$ cat src/rtl/product_accumulator_stage.sv
// Product accumulator stage: sums a programmed number of multiplier products
// into a wide accumulator and presents each job total on a valid/ready port.
`timescale 1ns/1ps
module product_accumulator_stage #(
    parameter int PROD_W = 64,
    parameter int ACC_W  = 72,
    parameter int CNT_W  = 8
) (
    input  logic              slow_clk,
    input  logic              rst,
    input  logic              start,
    input  logic [CNT_W-1:0]  len,
    input  logic              prod_valid,
    input  logic [PROD_W-1:0] prod,
    input  logic              out_ready,
    output logic              out_valid,
    output logic [ACC_W-1:0]  acc_out,
    output logic              overflow,
    output logic              dropped,
    output logic              busy,
    output logic [1:0]        dbg_state
);

    localparam logic [1:0] S_IDLE  = 2'd0;
    localparam logic [1:0] S_ACCUM = 2'd1;
    localparam logic [1:0] S_DRAIN = 2'd2;

    localparam logic [CNT_W-1:0] CNT_ONE = {{(CNT_W-1){1'b0}}, 1'b1};

    logic [1:0]       r_state;
    logic [ACC_W-1:0] r_acc;
    logic [CNT_W-1:0] r_remaining;
    logic [ACC_W-1:0] r_acc_out;
    logic             r_overflow;
    logic             r_dropped;
    logic             r_out_valid;
    logic             r_busy;

    logic [1:0]       w_state_nxt;
    logic [ACC_W-1:0] w_acc_nxt;
    logic [CNT_W-1:0] w_remaining_nxt;
    logic [ACC_W-1:0] w_acc_out_nxt;
    logic             w_overflow_nxt;
    logic             w_dropped_nxt;
    logic             w_out_valid_nxt;
    logic             w_load;
    logic             w_last;
    logic [ACC_W:0]   w_sum;

    // Extra top bit of the sum is the carry out of the accumulator width.
    assign w_sum  = {1'b0, r_acc} + {{(ACC_W + 1 - PROD_W){1'b0}}, prod};
    assign w_last = (r_remaining == CNT_ONE);

    // Output handshake: a transfer happens on a rising edge where out_valid and
    // out_ready are both high; acc_out and overflow stay stable while waiting.
    always_comb begin
        w_state_nxt     = r_state;
        w_acc_nxt       = r_acc;
        w_remaining_nxt = r_remaining;
        w_acc_out_nxt   = r_acc_out;
        w_overflow_nxt  = r_overflow;
        w_dropped_nxt   = r_dropped;
        w_out_valid_nxt = r_out_valid;
        w_load          = 1'b0;

        case (r_state)
            S_IDLE: begin
                w_load = start;
            end
            S_ACCUM: begin
                if (prod_valid) begin
                    w_acc_nxt       = w_sum[ACC_W-1:0];
                    w_remaining_nxt = r_remaining - CNT_ONE;
                    if (w_sum[ACC_W]) begin
                        w_overflow_nxt = 1'b1;
                    end
                    if (w_last) begin
                        w_acc_out_nxt   = w_sum[ACC_W-1:0];
                        w_out_valid_nxt = 1'b1;
                        w_state_nxt     = S_DRAIN;
                    end
                end
            end
            S_DRAIN: begin
                if (out_ready) begin
                    if (start) begin
                        w_load = 1'b1;
                    end else begin
                        w_state_nxt     = S_IDLE;
                        w_out_valid_nxt = 1'b0;
                    end
                end
            end
            default: begin
                w_state_nxt     = S_IDLE;
                w_out_valid_nxt = 1'b0;
            end
        endcase

        // A zero-length job skips accumulation and offers a zero sum at once.
        if (w_load) begin
            w_overflow_nxt = 1'b0;
            w_dropped_nxt  = 1'b0;
            if (len != '0) begin
                w_acc_nxt       = '0;
                w_remaining_nxt = len;
                w_out_valid_nxt = 1'b0;
                w_state_nxt     = S_ACCUM;
            end else begin
                w_acc_out_nxt   = '0;
                w_out_valid_nxt = 1'b1;
                w_state_nxt     = S_DRAIN;
            end
        end

        if (prod_valid && (r_state != S_ACCUM)) begin
            w_dropped_nxt = 1'b1;
        end
    end

    always_ff @(posedge slow_clk or posedge rst) begin
        if (rst) begin
            r_state     <= S_IDLE;
            r_acc       <= '0;
            r_remaining <= '0;
            r_acc_out   <= '0;
            r_overflow  <= 1'b0;
            r_dropped   <= 1'b0;
            r_out_valid <= 1'b0;
            r_busy      <= 1'b0;
        end else begin
            r_state     <= w_state_nxt;
            r_acc       <= w_acc_nxt;
            r_remaining <= w_remaining_nxt;
            r_acc_out   <= w_acc_out_nxt;
            r_overflow  <= w_overflow_nxt;
            r_dropped   <= w_dropped_nxt;
            r_out_valid <= w_out_valid_nxt;
            r_busy      <= (w_state_nxt != S_IDLE);
        end
    end

    assign out_valid = r_out_valid;
    assign acc_out   = r_acc_out;
    assign overflow  = r_overflow;
    assign dropped   = r_dropped;
    assign busy      = r_busy;
    assign dbg_state = r_state;

endmodule

$ cat config.mk
export PLATFORM = sky130hd
export DESIGN_NAME = product_accumulator_stage
export DESIGN_NICKNAME = d
export VERILOG_FILES = /design/src/rtl/product_accumulator_stage.sv
export SDC_FILE = /design/constraint.sdc
export NUM_CORES = 1
export LEC_CHECK = 0
export CORE_ASPECT_RATIO = 1.1
export CORE_MARGIN = 2
export CORE_UTILIZATION = 60
export CTS_BUF_LIST = sky130_fd_sc_hd__clkbuf_4 sky130_fd_sc_hd__clkbuf_8
export DETAILED_ROUTE_END_ITERATION = 10
export GPL_ROUTABILITY_DRIVEN = 0
export PLACE_DENSITY = 0.86
export SLEW_MARGIN = 10
export SYNTH_ARGS = -nofsm -noshare
export SYNTH_HDL_FRONTEND = slang
export SYNTH_SLANG_ARGS = --single-unit
$ cat constraint.sdc
create_clock -name slow_clk -period 9.4 [get_ports slow_clk]
set_input_delay 0.94 -clock slow_clk [delete_from_list [all_inputs] [get_ports slow_clk]]
set_output_delay 0.94 -clock slow_clk [all_outputs]
set_load 0.005 [all_outputs]
Word level (Yosys, flattened, before mapping) --
Cells that the tools add are included. Widths: inputs -> output; s select.
Storage, ports and cells: flip-flop bits (word level) 158
Operators by class: muxes and demuxes 36, reduce and logical (&&, ||, !) cells 10, $add $sub $neg 2, equality and inequality tests 9
Operators by type and width (count):
- $mux 72 | 9
- $add 72x64->73 | 1
- $mux 8 | 4
- $mux 1 | 14
- $mux 2 | 6
- $ne 3x3->1 const B | 4
- $reduce_bool 2->1 | 5
- $eq 8x1->1 const B | 1
- $reduce_bool 8->1 | 1
- $sub 8x1->8 const B | 1
- $pmux 2 s3 | 1
- $reduce_and 5->1 | 1
- $pmux 1 s3 | 1
- $reduce_and 3->1 | 1
- $eq 2x1->1 const B | 1
- $eq 2x2->1 const B | 1
- $logic_not 2->1 | 1
- $ne 2x1->1 const B | 1
- $ne 2x2->1 const B | 1
- $pmux 1 s2 | 1
- $logic_and 1x1->1 | 1

Logic depth before layout (Yosys ltp) --
Gate-level depths: netlist of run 1.
word-level depth 6, gate-level depth with buffers 13, gate-level depth less buffers 12

Worst setup path after synthesis of run 1 --
Ideal clock, no wire load.
path type in2reg, start point input port prod[0], end point register r_acc_out[66], in the netlist acc_out[66], data required time 9306 ps, stages 12, setup slack 5681 ps, buffers on the path 0, setup time 94 ps, arrival 3625 ps, path through ha_1 > fa_1 > a21o_1 > a221oi_1 > o211ai_1 > nand4_1 > a31oi_1 > o311ai_0 > nand3_1 > nand3_1 > xor2_1 > a211oi_1
Between the ends: longest elaborated chain between the ends 6
Ends and longest elaborated chain:
- start, declared | line 14 | input logic [PROD_W-1:0] prod,
- $add 72x64->73 * | line 51 | assign w_sum = {1'b0, r_acc} + {{(ACC_W + 1 - PROD_W){1'b0}}, prod};
- $mux 72 * | line 77 | if (w_last) begin
- $mux 72 * | line 71 | if (prod_valid) begin
- $mux 72 * | line 66 | case (r_state)
- $mux 72 | line 104 | if (len != '0) begin
- $mux 72 * | line 101 | if (w_load) begin
- net w_acc_out_nxt[66] | line 42 | logic [ACC_W-1:0] w_acc_out_nxt;
- end signal, assigned | line 135 | r_acc_out <= w_acc_out_nxt;
- end, declared | line 33 | logic [ACC_W-1:0] r_acc_out;
The timed path passes the listed nets; every way through them passes the cells marked *. A chain may end at the register's enable or synchronous reset.

Worst setup path after layout of run 1 --
start point input port prod[0], end point register r_acc[56]
Between the ends: longest elaborated chain between the ends 5
Ends and longest elaborated chain:
- $add 72x64->73 * | line 51
- $mux 72 * | line 71
- $mux 72 * | line 66
- $mux 72 | line 104
- $mux 72 * | line 101
- net w_acc_nxt[56] | line 40 | logic [ACC_W-1:0] w_acc_nxt;
- end signal, assigned | line 133 | r_acc <= w_acc_nxt;
- end, declared | line 31 | logic [ACC_W-1:0] r_acc;
Marks and branches as above.

==> flow_summary_export.csv, run 1 <==
group,metric,value,unit
sta,setup_ws,4790,ps
synth,synth-edff-count,0,
setup_path,arrival,5020,ps
floorplan,die-area,0.0187,mm^2
setup_path,path_max_fanout,4,
synth,syn_nets,1447,
synth,yosysWarnings,0,
sta,clock.fmax,217,MHz
synth,syn-instance-count,1303,
layout,final_common_cell,"nand2_1",
layout,area_growth,18.3,%
detailed_routing,wl,29400,um
layout,final_nets,1555,
clocking,holdBufCountCts,0,
power_and_ir_drop,ir_drop,150,uV
setup_path,cpPeakStageDelay,770,ps
synth,syn_area_per_cell,8.09,um^2
placed_design,post-place-ws,4400,ps
setup_path,worstPathRequired,9810,ps
power_and_ir_drop,design_power_total,4.01,mW
floorplan,die_w,130,um
clocking,post_cts_resize_count,0,
clocking,clkLatencyLatePin,470,ps
power_and_ir_drop,p_leak,5.61,nW
clocking,post_cts_buffers,0,
grt,grt-ovfl-total,0,
sta,setup_viol_count_final,0,
sta,worst_pin_slew,961,ps
clocking,cts_buffers,17,
placed_design,dp_hpwl,20700,um
clocking,cts_buffer_depth,2,
placed_design,portBuffers,154,
detailed_routing,vias,10146,
run,cap_violations,0,
floorplan,core_area,0.0171,mm^2
grt,grt_pass1_vias,9731,
setup_path,critPathLaunchType,"input port",
layout,final_cells,1658,
floorplan,fp.dieH,143,um
clocking,root_buffer,"clkbuf_8",
clocking,cts_tree,"done",
detailed_routing,drc,0,
detailed_routing,wl_per_cell,17.7,um
outcome,outcome,"finished clean",
clocking,cts_sinks,158,
sta,fin_setup_tns,0,ps
synth,synth_seq_cells,158,
grt,grt_pass1_wl,47200,um
sta,timing.hold.ws,511,ps
clocking,clk_pin_slew,90,ps
grt,antenna_found_initial,0,
sta,rsz0062_at_grt,"false",
sta,period_needed,4610,ps
synth,synth_cell_types,66,
floorplan,row_count,50,
sta,finalHoldViolCount,0,
power_and_ir_drop,p_per_area,322,mW/mm^2
sta,slew_headroom,35.9,%
grt,grtUsageTotal,31.9,%
hold_path,hp-class,"register to register",
synth,seq_area_frac_synth,37.5,%
setup_path,worstPathCellList,"clkdlybuf4s50_1, ha_1, fa_1, a21o_1, a221oi_1, nor4_1, o311ai_0, a2111oi_0, or2_2, a41oi_1, xnor2_1, nand2_1, nand2_1",
layout,antenna_cells,0,
clocking,htree_levels,4,
floorplan,boundaryPins,155,
synth,async_flop_share,100,%
floorplan,start_util,61.5,%
detailed_routing,first_iter_violations,1034,
grt,grt_start_max_net_pins,90,
layout,final_cell_mix,"289 x nand2_1, 184 x a21oi_1, 158 x dfrtp_1, 154 x clkdlybuf4s50_1, 72 x o21ai_0",
sta,clock_skew,12.6,ps
setup_path,end_kind,"register",
layout,drive_above_1_share,4.85,%
sta,drv_slew,0,
detailed_routing,viasPerCell,6.12,
setup_path,cp_common_cell,"nand2_1",
synth,synth_flop_cell,"dfrtp_1",
synth,synth_area,0.0105,mm^2
setup_path,worstSetupPathType,"input port to register",
detailed_routing,drtAntennaViolNets,0,
sta,fin_crit_sh,49.1,%
detailed_routing,firstDrtPassIters,5,
placed_design,numPlacedInstances,1626,
setup_path,critical_path.slowest_cell,"o311ai_0",
setup_path,rrSetupSlack,5270,ps
-- worst max-delay path, delay by kind of cell --
kind / cells / cell delay (ps)
buffers and inverters: 1 / 400
AO/OA/AOI/OAI: 5 / 2170
XOR/XNOR: 1 / 170
adder cells (fa/ha/maj): 2 / 630
AND/OR/NAND/NOR: 4 / 720
-- sequential cells by signal, summed over array words and instances, names as in the netlist --
name,count
busy,1
out_valid,1
r_remaining,8
acc_out,72
r_acc,72
dropped,1
overflow,1
dbg_state,2
-- metal layers --
| metal | GRT usage, % | share of wire, % | routed length [um] |
|---|---|---|---|
| met3 | 4.80 | 6.9 | 2040 |
| met2 | 54.5 | 49 | 14600 |
| met4 | 12.5 | 2.7 | 791 |
| met1 | 40.8 | 41 | 12000 |
| met5 | 0 | 0 | 0 |
-- cells by family after synthesis --
group | count (synthesis) | synth area share, %
adders and majority gates | 67 | 8.02
muxes | 4 | 0.380
and+or+nand+nor | 500 | 20.8
buffers and inverters | 97 | 4.38
DFF | 158 | 37.5
xor gates and xnor gates | 66 | 5.48
AOI/OAI and AO/OA | 411 | 23.4
-- power breakdown --
| part | switching, mW | total (mW) | internal [mW] |
|---|---|---|---|
| clock network | 0.289 | 0.515 | 0.226 |
| registers | 0.175 | 1.12 | 0.948 |
| logic | 1.37 | 2.38 | 1.01 |
-- cell usage after synthesis (8+ instances only) --
master | number | area share, %
nand2_1 | 291 | 10
a21oi_1 | 184 | 8.7
dfrtp_1 | 158 | 37
o21ai_0 | 72 | 3.4
ha_1 | 66 | 7.8
nor2_1 | 66 | 2.3
clkbuf_1 | 51 | 1.8
a21o_1 | 50 | 3.6
xor2_1 | 34 | 2.8
nand3_1 | 33 | 1.6
xnor2_1 | 32 | 2.7
inv_1 | 25 | 0.89
nand4_1 | 22 | 1.3
nor3_1 | 19 | 0.90
a31oi_1 | 15 | 0.89
a211oi_1 | 13 | 0.93
o21bai_1 | 12 | 0.85
and3_1 | 11 | 0.65
nor2b_1 | 11 | 0.65
and2_1 | 10 | 0.59
o211ai_1 | 10 | 0.71
o31ai_1 | 10 | 0.71
o21a_1 | 8 | 0.57
-- stage by stage --
step                util [%]  area, um^2
floorplan                  -       10500
global placement        70.6       12100
detailed placement      70.6       12100
CTS                     72.8       12500
global route            72.8       12500
finish                  72.8       12500
-- area by class of cell --
| cell class | instances | area [um^2] |
|---|---|---|
| multi-input combinational | 1048 | 6160 |
| inverter | 25 | 98.8 |
| sequential | 158 | 3950 |
| tap | 234 | 293 |
| fill | 1392 | 4660 |
| timing repair buffer | 161 | 1590 |
| clock inverter | 13 | 130 |
| clock buffer | 19 | 255 |
-- final timing paths --
kind,startpoint,endpoint,depth (start not counted)
hold reg to reg,acc_out[55],acc_out[55],2
hold / removal,acc_out[55],acc_out[55],2
setup reg to reg,r_acc[0],r_acc[56],12
setup / recovery,prod[0],r_acc[56],13
min in group asynchronous,rst,r_acc[11],2
max in group asynchronous,rst,r_acc[58],3
Note: power is estimated with default switching activity, not from simulation.
==> inputs of run 2 (changes only) <==
CORE_UTILIZATION = 51   (was 60)
PLACE_DENSITY = 0.78   (was 0.86)
clock period = 3.9 ns   (was 9.4 ns; I/O delays follow)
==> run 2 against run 1 <==
Final cell count up 3.0%. Clock skew up 1.9 ps. Count of clock-buffer cells in the layout up 2. First-iteration DRC count down 20%. Flip-flop and latch count unchanged. Global-route usage down 4.3 points. Non-clock buffer count up 28. Combinational power up 150%. Sequential share of layout area down 0.70 points. Hold slack worse by 160 ps. Clock power rose to 2.6 times the previous value. Highest routed layer unchanged.
==> flow_summary_export.csv, run 2 (same netlist as run 1, synthesis figures left out) <==
group,metric,value,unit
outcome,outcome,"finished clean",
power_and_ir_drop,design_power_total,9.92,mW
setup_path,reg2reg_depth,13,
setup_path,startpoint,"r_acc[0]",
detailed_routing,drc,0,
floorplan,row_count,55,
grt,grt_pass1_vias,9911,
placed_design,dp_hpwl,21900,um
setup_path,rr_startpoint,"r_acc[0]",
run,cap_violations,0,
sta,period_needed,3540,ps
floorplan,die-area,0.0218,mm^2
clocking,clk_pin_slew,90,ps
sta,finalHoldViolCount,0,
power_and_ir_drop,combPwrFrac,59.2,%
detailed_routing,first_iter_violations,824,
setup_path,worstSetupPathType,"register to register",
grt,grtUsageTotal,27.6,%
floorplan,core_area,0.0204,mm^2
layout,area_growth,21.0,%
clocking,post_cts_resize_count,0,
power_and_ir_drop,p_leak,5.76,nW
setup_path,rrSetupSlack,360,ps
layout,final_common_cell,"nand2_1",
layout,final_cell_mix,"289 x nand2_1, 184 x a21oi_1, 158 x dfrtp_1, 154 x clkdlybuf4s50_1, 72 x o21ai_0",
grt,grt_pass1_wl,48700,um
power_and_ir_drop,p_seq_share,27.3,%
power_and_ir_drop,p_sw_share,44.5,%
grt,grt-ovfl-total,0,
setup_path,worstPathRequired,4260,ps
detailed_routing,drtAntennaViolNets,0,
layout,drive_above_1_share,6.61,%
clocking,cts_buffers,17,
power_and_ir_drop,power.share.clock,13.5,%
setup_path,path_max_fanout,4,
detailed_routing,viasPerCell,5.88,
floorplan,boundaryPins,155,
detailed_routing,wl,29800,um
grt,globalRouteMet3Util,4.09,%
floorplan,start_util,51.6,%
hold_path,hp-class,"input port to asynchronous set/reset pin",
sta,clock_skew,14.5,ps
sta,slew_headroom,46.2,%
sta,drv_slew,0,
power_and_ir_drop,p_int,5.50,mW
grt,use_met2,48.2,%
clocking,htree_levels,4,
setup_path,critPathLaunchType,"register",
setup_path,cpPeakStageDelay,420,ps
setup_path,cp.depth,13,
detailed_routing,vias,10051,
clocking,cts_sinks,158,
clocking,cts_buffer_depth,2,
setup_path,cp_common_cell,"a31oi_1",
sta,rsz0062_at_grt,"false",
layout,antenna_cells,0,
clocking,cts_tree,"done",
sta,clock.fmax,282,MHz
sta,setup_viol_count_final,0,
clocking,holdBufCountCts,0,
power_and_ir_drop,ir_drop,375,uV
clocking,post_cts_buffers,0,
setup_path,path_buf_inv,1,
clocking,root_buffer,"clkbuf_8",
detailed_routing,wl_per_cell,17.5,um
sta,worst_pin_slew,808,ps
power_and_ir_drop,switchingPower,4.42,mW
floorplan,fp.dieH,155,um
floorplan,die_w,141,um
setup_path,worstPathCellList,"ha_1, fa_1, a21o_1, a221oi_1, buf_4, o211ai_1, nand4_1, a31oi_1, o31ai_1, a31oi_1, a31oi_1, nor2_1, a211oi_1",
grt,grt_start_max_net_pins,69,
detailed_routing,firstDrtPassIters,5,
grt,grt.busiest_layer,"met2",
sta,fin_setup_tns,0,ps
setup_path,critical_path.slowest_cell,"dfrtp_1",
setup_path,arrival,3900,ps
setup_path,end_kind,"register",
setup_path,r2r-end,"r_acc[62]",
power_and_ir_drop,p_per_area,777,mW/mm^2
sta,timing.hold.ws,349,ps
layout,final_nets,1583,
placed_design,portBuffers,154,
setup_path,setup.worst_path.end,"r_acc[62]",
setup_path,cpLargestDelayFamily,"compound AO/OA/AOI/OAI gates",
sta,fin_crit_sh,90.9,%
grt,antenna_found_initial,0,
clocking,clkLatencyLatePin,460,ps
grt,use_met1,34.6,%
-- run 2: cell types whose count changed in the layout (fill, tap and decap cells not counted), sizes merged --
cell	change
buf	+28
bufinv	+2
clkbuf	+2
clkinv	-1
clkinvlp	+1
inv	-4
-- run 2: cell type report --
type / count / area (um^2)
clock inverter: 11 / 154
timing repair buffer: 189 / 1820
tap: 256 / 320
multi-input combinational: 1048 / 6150
fill: 1763 / 7680
clock buffer: 21 / 270
inverter: 25 / 97.6
sequential: 158 / 3950
-- run 2: worst min-delay path by stage --
stage,from,end,slack (ps),cells past startpoint
2_1_floorplan,r_acc[45],r_acc[45],470,2
3_3_place_gp,r_acc[45],r_acc[45],490,2
3_5_place_dp,r_acc[35],r_acc[35],490,2
4_1_cts,rst,r_remaining[6],340,2
5_1_grt,rst,r_remaining[6],380,2
6_report,rst,r_remaining[6],350,2
-- run 2: stage by stage --
stage,instances,worst slack [ps],util [%],area [um^2]
3_3_place_gp,1676,51.4,60.4,12300
5_1_grt,1708,124,62.4,12800
3_5_place_dp,1676,-81.2,60.4,12300
2_1_floorplan,1303,731,-,10600
4_1_cts,1708,335,62.4,12800
6_report,1708,356,62.4,12800
-- run 2: metal layers --
layer | vias to the layer above | share of wire [%]
met4 | 0 | 2.3
met3 | 54 | 5.2
met1 | 4788 | 42
met5 | - | 0
li1 | 4868 | -
met2 | 341 | 50
-- run 2: power groups by stage --
| stage | clock [mW] | sequential [mW] | combinational, mW |
|---|---|---|---|
| after floorplan | 0 | 2.64 | 4.11 |
| after global placement | 0 | 2.71 | 5.63 |
| after detailed placement | 0 | 2.73 | 5.73 |
| after CTS | 1.36 | 2.70 | 5.79 |
| after global routing | 1.42 | 2.78 | 6.51 |
| final | 1.34 | 2.71 | 5.87 |
